[config.mk]
export PLATFORM = sky130hd
export DESIGN_NAME = char_ram_writer
export DESIGN_NICKNAME = d
export VERILOG_FILES = /design/src/rtl/char_ram_writer_pkg.sv /design/src/rtl/char_cursor.sv /design/src/rtl/char_ram_writer.sv
export SDC_FILE = /design/constraint.sdc
export NUM_CORES = 1
export LEC_CHECK = 0
export CORE_ASPECT_RATIO = 0.6
export CORE_MARGIN = 3
export CORE_UTILIZATION = 45
export DETAILED_ROUTE_END_ITERATION = 10
export HOLD_SLACK_MARGIN = 0.02
export PLACE_DENSITY = 0.72
export SLEW_MARGIN = 40
export SYNTH_ARGS = -nofsm -noshare
export SYNTH_HDL_FRONTEND = slang
export SYNTH_SLANG_ARGS = --single-unit
export TNS_END_PERCENT = 1
[constraint.sdc]
create_clock -name wclk -period 4.1 [get_ports wclk]
set_input_delay 0.41 -clock wclk [delete_from_list [all_inputs] [get_ports wclk]]
set_output_delay 0.41 -clock wclk [all_outputs]
set_load 0.005 [all_outputs]
[src/rtl/char_ram_writer_pkg.sv]
// char_ram_writer_pkg: control-code constants, FSM state encoding and character classification shared by the text writer
package char_ram_writer_pkg;
  localparam logic [7:0] CH_BS    = 8'h08;
  localparam logic [7:0] CH_LF    = 8'h0A;
  localparam logic [7:0] CH_FF    = 8'h0C;
  localparam logic [7:0] CH_CR    = 8'h0D;
  localparam logic [7:0] CH_SPACE = 8'h20;
  localparam logic [7:0] CH_TILDE = 8'h7E;
  localparam logic [0:0] ST_IDLE  = 1'b0;
  localparam logic [0:0] ST_CLEAR = 1'b1;
  function automatic logic is_printable(input logic [7:0] c);
    return c >= CH_SPACE && c <= CH_TILDE;
  endfunction
endpackage

[src/rtl/char_cursor.sv]
// char_cursor: row/col cursor counters with advance, newline, carriage return, backspace and home
// Ports: clk/rst (async active-high), i_adv advance one cell, i_nl next row (col kept),
//        i_cr col to 0, i_bs col-1 unless at col 0, i_home to (0,0); o_row/o_col current position.
// Both fields are powers of two wide, so natural counter overflow gives the required wrap.
module char_cursor #(
  parameter int ROW_W = 4,
  parameter int COL_W = 4
) (
  input  logic             clk,
  input  logic             rst,
  input  logic             i_adv,
  input  logic             i_nl,
  input  logic             i_cr,
  input  logic             i_bs,
  input  logic             i_home,
  output logic [ROW_W-1:0] o_row,
  output logic [COL_W-1:0] o_col
);
  logic [ROW_W-1:0] r_row;
  logic [COL_W-1:0] r_col;
  always_ff @(posedge clk or posedge rst)
    if (rst) begin
      r_row <= '0;
      r_col <= '0;
    end else if (i_home) begin
      r_row <= '0;
      r_col <= '0;
    end else if (i_adv) begin
      r_col <= r_col + 1'b1;
      if (&r_col) r_row <= r_row + 1'b1;
    end else if (i_nl)
      r_row <= r_row + 1'b1;
    else if (i_cr)
      r_col <= '0;
    else if (i_bs && r_col != '0)
      r_col <= r_col - 1'b1;
  assign o_row = r_row;
  assign o_col = r_col;
endmodule

[src/rtl/char_ram_writer.sv]
// char_ram_writer: turns a character stream into writes on a text buffer's write port, with cursor control and screen clear
// Ports: wclk clock, rst async active-high reset; cdata/cvalid/cready character stream in;
//        clr clear-screen pulse; waddr/wdata/we registered buffer write port; busy high while clearing;
//        cur_row/cur_col current cursor position.
module char_ram_writer
  import char_ram_writer_pkg::*;
#(
  parameter int DATA_WIDTH = 8,
  parameter int ADDR_WIDTH = 8,
  parameter int COLS       = 16,
  localparam int ROW_W     = $clog2((2 ** ADDR_WIDTH) / COLS),
  localparam int COL_W     = $clog2(COLS)
) (
  input  logic                  wclk,
  input  logic                  rst,
  input  logic [DATA_WIDTH-1:0] cdata,
  input  logic                  cvalid,
  output logic                  cready,
  input  logic                  clr,
  output logic [ADDR_WIDTH-1:0] waddr,
  output logic [DATA_WIDTH-1:0] wdata,
  output logic                  we,
  output logic                  busy,
  output logic [ROW_W-1:0]      cur_row,
  output logic [COL_W-1:0]      cur_col
);
  logic [0:0]            r_state;
  logic [ADDR_WIDTH-1:0] r_cnt;
  logic [ADDR_WIDTH-1:0] r_waddr;
  logic [DATA_WIDTH-1:0] r_wdata;
  logic                  r_we;
  logic [7:0]            w_code;
  logic                  w_cls;
  logic                  w_acc;
  logic                  w_print;
  logic                  w_bs;
  logic                  w_start;
  logic                  w_last;
  assign w_code  = cdata[7:0];
  // codes with any bit above bit 7 set fall into the "other" class
  assign w_cls   = (cdata >> 8) == '0;
  assign cready  = r_state == ST_IDLE && !clr;
  assign w_acc   = cvalid && cready;
  assign w_print = w_acc && w_cls && is_printable(w_code);
  assign w_bs    = w_acc && w_cls && w_code == CH_BS;
  assign w_start = r_state == ST_IDLE && (clr || (w_acc && w_cls && w_code == CH_FF));
  assign w_last  = r_state == ST_CLEAR && &r_cnt;
  assign busy    = r_state == ST_CLEAR;
  char_cursor #(.ROW_W(ROW_W), .COL_W(COL_W)) u_cursor (
    .clk   (wclk),
    .rst   (rst),
    .i_adv (w_print),
    .i_nl  (w_acc && w_cls && w_code == CH_LF),
    .i_cr  (w_acc && w_cls && w_code == CH_CR),
    .i_bs  (w_bs),
    .i_home(w_last),
    .o_row (cur_row),
    .o_col (cur_col)
  );
  // row/col concatenation equals row*COLS+col because COLS is a power of two
  always_ff @(posedge wclk or posedge rst)
    if (rst) begin
      r_state <= ST_IDLE;
      r_cnt   <= '0;
      r_waddr <= '0;
      r_wdata <= '0;
      r_we    <= 1'b0;
    end else if (r_state == ST_CLEAR) begin
      r_we    <= 1'b1;
      r_waddr <= r_cnt;
      r_wdata <= DATA_WIDTH'(CH_SPACE);
      r_cnt   <= r_cnt + 1'b1;
      if (w_last) r_state <= ST_IDLE;
    end else if (w_start) begin
      r_we    <= 1'b0;
      r_cnt   <= '0;
      r_state <= ST_CLEAR;
    end else if (w_print) begin
      r_we    <= 1'b1;
      r_waddr <= {cur_row, cur_col};
      r_wdata <= cdata;
    end else if (w_bs && cur_col != '0) begin
      r_we    <= 1'b1;
      r_waddr <= {cur_row, cur_col - 1'b1};
      r_wdata <= DATA_WIDTH'(CH_SPACE);
    end else
      r_we    <= 1'b0;
  assign waddr = r_waddr;
  assign wdata = r_wdata;
  assign we    = r_we;
endmodule

; Yosys cells after proc, flatten, opt, wreduce, memory -nomap -nowiden
; Index checks and enable logic that the tools add are counted.
[classes]
n_addsub = 4
n_lt_le_gt_ge = 2
n_eq_ne = 7
muxes = 26
bitwise_logic = 1
reduce_logical = 23
[ops]
columns = op, n
row1 = $mux W8, 10
row2 = $mux W4, 9
row3 = $eq A8 B4 Y1 const B, 4
row4 = $logic_and A1 B1 Y1, 11
row5 = $add A4 B1 Y4 const B, 2
row6 = $add A8 B1 Y8 const B, 1
row7 = $ge A8 B6 Y1 const B, 1
row8 = $le A8 B7 Y1 const B, 1
row9 = $reduce_and A8 Y1, 1
row10 = $reduce_bool A4 Y1, 2
row11 = $mux W1, 7
row12 = $reduce_and A2 Y1, 3
row13 = $reduce_bool A3 Y1, 2
row14 = $reduce_and A4 Y1, 1
row15 = $sub A4 B1 Y4 const B, 1
row16 = $ne A3 B2 Y1 const B, 1
row17 = $ne A3 B3 Y1 const B, 1
row18 = $ne A2 B2 Y1 const B, 1
row19 = $reduce_bool A2 Y1, 1
row20 = $logic_not A1 Y1, 1
row21 = $logic_or A1 B1 Y1, 1
row22 = $not A1 Y1, 1
[totals]
regBits = 34
input_bits = 12
output_inout_bits = 27
elab_cells = 70

; Logic depth before layout (Yosys ltp)
[logic_depth]
word_depth = 10
ltp_mapped = 9
depth_no_buf = 7

; Modules after synthesis
; Synthesis repeated with hierarchy kept, for this count alone.
[hier_totals]
hier_cells = 195
hier_area_um2 = 1928.1
[modules_own_cells]
columns = module, instances, cells_each, area_per_inst_um2, seq_area_each_um2
row1 = char_ram_writer, 1, 137, 1406.3, 650.6
row2 = char_cursor, 1, 58, 521.8, 200.2

; Worst setup path after synthesis
; Ideal clock, no wire load.
[synth_path]
path_kind = reg2reg
start = register u_cursor.r_col[0] (netlist: u_cursor.o_col[0])
end = register r_wdata[5] (netlist: wdata[5])
setup_ps = 121
arrival_time_ps = 2029
t_required_ps = 3979
slack_ps = 1950
stages_incl_launch_ff = 10
path_buffers = 2
period_less_slack_ps = 2150
path_cell_list = dfrtp_1 > clkbuf_1 > inv_1 > ha_1 > nor3b_1 > and4b_1 > buf_2 > nor3_2 > inv_1 > o22a_1
[synth_between]
elab_chain_cells = 4
[synth_lines]
columns = item, line
row1 = "start, declared", char_cursor.sv:20  ; logic [COL_W-1:0] r_col;
row2 = "start signal, assigned", char_cursor.sv:29  ; r_col <= r_col + 1'b1;
row3 = "start signal, assigned", char_cursor.sv:36  ; r_col <= r_col - 1'b1;
row4 = $reduce_bool A4 Y1, char_ram_writer.sv:82  ; end else if (w_bs && cur_col != '0) begin
row5 = $logic_and A1 B1 Y1, char_ram_writer.sv:82
row6 = $reduce_bool A3 Y1 (no line), -
row7 = $reduce_and A2 Y1 (no line), -
row8 = "end signal, assigned", char_ram_writer.sv:71  ; r_wdata <= DATA_WIDTH'(CH_SPACE);
row9 = "end signal, assigned", char_ram_writer.sv:81  ; r_wdata <= cdata;
row10 = "end signal, assigned", char_ram_writer.sv:85  ; r_wdata <= DATA_WIDTH'(CH_SPACE);
row11 = "end, declared", char_ram_writer.sv:30  ; logic [DATA_WIDTH-1:0] r_wdata;
; Every way passes these cells.
; A chain may end at the register's enable or synchronous reset.

; Worst setup path in the final report
[layout_path]
start = input cdata[5]
end = register r_waddr[4] (netlist: waddr[4])
[layout_between]
elab_chain_cells = 6
elab_cells_between_ends = 17
classes_between = order compare: 2 / eq/ne: 3 / mux: 3 / reduce/logical: 9
[layout_lines]
columns = item, line
row1 = "start, declared", char_ram_writer.sv:16  ; input logic [DATA_WIDTH-1:0] cdata,
row2 = "$ge A8 B6 Y1, or another cell as far along", char_ram_writer_pkg.sv:12  ; return c >= CH_SPACE && c <= CH_TILDE;
row3 = $logic_and A1 B1 Y1 (on tied branches), "char_ram_writer_pkg.sv:12, char_ram_writer.sv:46"
row4 = $logic_and A1 B1 Y1 or $logic_or A1 B1 Y1 (tied branches), "char_ram_writer.sv:44, char_ram_writer.sv:46"
row5 = $mux W8 or $logic_and A1 B1 Y1 (tied branches), "char_ram_writer.sv:78, char_ram_writer.sv:46"
row6 = $mux W8 or $ne A2 B2 Y1 (tied branches), -
row7 = $mux W8 or $reduce_and A2 Y1 (tied branches), -
row8 = "end signal, assigned", char_ram_writer.sv:70  ; r_waddr <= r_cnt;
row9 = "end signal, assigned", char_ram_writer.sv:80  ; r_waddr <= {cur_row, cur_col};
row10 = "end signal, assigned", char_ram_writer.sv:84  ; r_waddr <= {cur_row, cur_col - 1'b1};
row11 = "end, declared", char_ram_writer.sv:29  ; logic [ADDR_WIDTH-1:0] r_waddr;
; Parallel ways exist; a longest one is shown, timed or not. The select of a mux whose other input is x is not followed.

==> reports/qor.csv <==
stage;metric;value;unit
power_and_ir_drop;p_per_area;521;nW/µm²
route;wl_met1;2440;µm
setup_path;cp.required;4.27;ns
synthesis;synth_top_cell_area_share;46.4;%
placed_design;portBuffers;38;
setup_path;cp_slowest_cell;nor4b_1;
clock_tree;numCtsBuffers;5;
route;highest_layer;met4;
global_route;grt_antenna_before_repair;0;
floorplan;rows;17;
global_route;grt_pass1_wl;8030;µm
finish;drive_gt1_share;7.24;%
route;drtPass1Iterations;5;
floorplan;core;3790;µm²
setup_path;critPathTopFamily;simple AND/OR/NAND/NOR gates;
floorplan;start_util;48.4;%
setup_path;worstSetupStartpointType;input port;
global_route;grt_pass1_vias;1572;
route;totalWireLength;4880;µm
synthesis;synthXorXnorAreaFrac;1.43;%
route;routed_via_density;6.18;
timing;slew-limit-headroom;50.2;%
setup_path;end_kind;flop;
synthesis;synthArstFlopShare;100;%
placed_design;placed_cell_area;2210;µm²
setup_path;max_stage_delay;0.66;ns
finish;mostFrequentLayoutCell;clkdlybuf4s50_1;
power_and_ir_drop;p_int;0.000803;W
clock_tree;htree_num_levels;2;
finish;area_growth;25.7;%
route;remaining_drc_errors;0;
timing;finalClockSkew;0.00422;ns
finish;n_antenna_cell;0;
floorplan;floorplan.io_pins;39;
synthesis;synth_mux_area_share;1.09;%
power_and_ir_drop;swShare;33.3;%
global_route;grt_max_degree;35;
synthesis;ys.flop_type;dfrtp_1;
clock_tree;ctsHoldBuffers;0;
synthesis;synth_largest_area_cell;dfrtp_1;
route;drt_iter0_markers;160;
synthesis;yosysWarnings;0;
min_path;hold_start;wdata[5]$_DFFE_PP0P_;
synthesis;seq_area_frac_synth;46.4;%
floorplan;dieHeight;55.5;µm
setup_path;crit_type;input port to flop;
power_and_ir_drop;p_leak;0.958;nW
clock_tree;post_cts_resized;0;
synthesis;synth_top_family_by_area;simple AND/OR/NAND/NOR gates;
placed_design;dp_hpwl;3600;µm
min_path;hold_path_class;flop to flop;
synthesis;synthSimpleGateAreaFrac;21.9;%
global_route;grtUsageTotal;21.2;%
clock_tree;cts_tree;built;
route;drtAntennaViolNets;0;
timing;finalSetupTns;0;ns
clock_tree;cts_setup_buffers;0;
placed_design;place.gp.congestion;0.922;
synthesis;avgSynthCellArea;9.86;µm²
power_and_ir_drop;clock_power_share;21.5;%
power_and_ir_drop;ir_drop;261;µV
power_and_ir_drop;p_sw;0.000400;W
timing;fin_crit;2.53;ns
route;post_drt_wl_per_cell;18.2;µm
setup_path;cp.buffers_inverters;1;
setup_path;cp.arrival;2.71;ns
timing;final-hold-violation-count;0;
finish;nets;236;
synthesis;synth_area;1830;µm²
synthesis;synth_edf_count;0;
timing;finalMaxSlewViolations;0;
global_route;gr-total-overflow;0;
outcome;status;finished, final reports clean;
floorplan;fp.dieArea;4900;µm²
setup_path;worstSetupStartpoint;cdata[5];
setup_path;crit_chain;clkdlybuf4s50_1 > nor4b_1 > and4b_1 > o21bai_2 > nor3b_1 > a221o_1;
synthesis;synth_compound_area_share;20.6;%
route;wl_met3;359;µm
synthesis;synth_fa_ha_area_share;2.73;%
job;cap_violations;0;
route;via_count;1657;
timing;finalSetupViolCount;0;
power_and_ir_drop;sequentialPowerShare;45.9;%
setup_path;r2r-start;u_cursor.o_col[0]$_DFFE_PP0P_;
clock_tree;cts.sinks;34;
timing;fmax;395;MHz
synthesis;synth_cells;186;
setup_path;crit_fanout;9;
timing;fin_crit_sh;61.8;%
synthesis;ys_types;50;
timing;rsz0062_at_grt;false;
finish;design_area;2310;µm²
floorplan;die_x;88.4;µm
timing;worst_slew_pin_slew;0.742;ns
synthesis;synthTopCellsByArea;dfrtp_1 (46%), a22o_1 (3.3%), nand3_1 (3.0%);
synthesis;synth-seq-cells;34;
clock_tree;clk_pin_slew;0.07;ns
finish;fin_util;60.9;%
finish;mostFrequentLayoutCells;clkdlybuf4s50_1 (38), dfrtp_1 (34), nor2_1 (14);
route;wl_met2;2020;µm
synthesis;synth.net_count;202;
power_and_ir_drop;combinationalPowerShare;32.6;%
clock_tree;insertion_delay;0.29;ns
clock_tree;clock-root-buffer;clkbuf_8;
clock_tree;cts.path.max_buffers;2;
==> worst register-to-register path: stages, from the launching register on <==
cell and delay (ns):
dfrtp_1 0.50, inv_1 0.13, ha_1 0.24, nor3b_1 0.32
and4b_1 0.35, nor3_2 0.51, inv_1 0.18, o22a_1 0.21
==> stage by stage <==
stage	power [W]	setup slack, ns	cells	hold WS, ns
finish	0.00120	1.57	268	0.500
global route	0.00128	1.38	268	0.517
global placement	0.000929	1.33	260	0.472
detailed placement	0.000943	1.31	260	0.485
CTS	0.00121	1.62	268	0.501
floorplan	0.000732	1.95	186	0.475
==> power groups by stage <==
stage / clock, W / sequential [W] / combinational [W]
after floorplan: 0 / 0.000523 / 0.000209
after global placement: 0 / 0.000548 / 0.000381
after detailed placement: 0 / 0.000551 / 0.000392
after CTS: 0.000265 / 0.000546 / 0.000395
after global routing: 0.000281 / 0.000565 / 0.000437
final: 0.000259 / 0.000551 / 0.000393
==> flip-flops by register name (all words and copies together), names as in the netlist <==
signal,cells
wdata,8
u_cursor.o_col,4
r_cnt,8
busy,1
u_cursor.o_row,4
waddr,8
we,1
==> kinds of logic after synthesis <==
| group | Yosys count |
|---|---|
| and+or+nand+nor | 71 |
| AOI/OAI and AO/OA | 50 |
| DFF | 34 |
| buffers and inverters | 22 |
| adders and majority gates | 4 |
| xor gates and xnor gates | 3 |
| muxes | 2 |
==> metal layers <==
| layer | GRT usage [%] | up-vias |
|---|---|---|
| met5 | 0 | - |
| met4 | 5.39 | 0 |
| met3 | 7.75 | 8 |
| met2 | 25.9 | 81 |
| met1 | 34.3 | 809 |
| li1 | - | 759 |
==> layout make-up <==
type,count,area [µm²]
Fill cell,320,1480
Multi-Input combinational cell,130,876
Sequential cell,34,851
Timing Repair Buffer,40,395
Clock buffer,7,86.3
Tap cell,47,58.8
Inverter,9,33.8
Clock inverter,1,5.00
==> path summary, 6_finish.rpt <==
kind,end,slack (ns),depth (start not counted)
max,waddr[4]$_DFFE_PP0P_,1.57,6
min,wdata[5]$_DFFE_PP0P_,0.50,1
max reg2reg,wdata[5]$_DFFE_PP0P_,1.57,7
min reg2reg,wdata[5]$_DFFE_PP0P_,0.50,1
max in group asynchronous,u_cursor.o_row[3]$_DFFE_PP0P_,3.26,3
min in group asynchronous,r_cnt[0]$_DFFE_PP0P_,0.52,3
==> synth_stat cells (2+ instances only) <==
library cell / count
a211oi_1: 3
a21oi_1: 4
a221o_1: 4
a22o_1: 7
a32oi_1: 2
and2_1: 3
and3_1: 2
buf_2: 2
buf_6: 3
clkbuf_1: 7
dfrtp_1: 34
ha_1: 4
inv_1: 9
mux2i_1: 2
nand2_1: 12
nand2b_1: 2
nand3_1: 11
nand4_1: 7
nor2_1: 14
nor3_1: 3
nor3b_1: 6
nor4b_1: 2
o21ai_0: 11
o22a_1: 2
o31ai_1: 3
or2_2: 2
xor2_1: 2
Power figures use the tool's default switching activity.
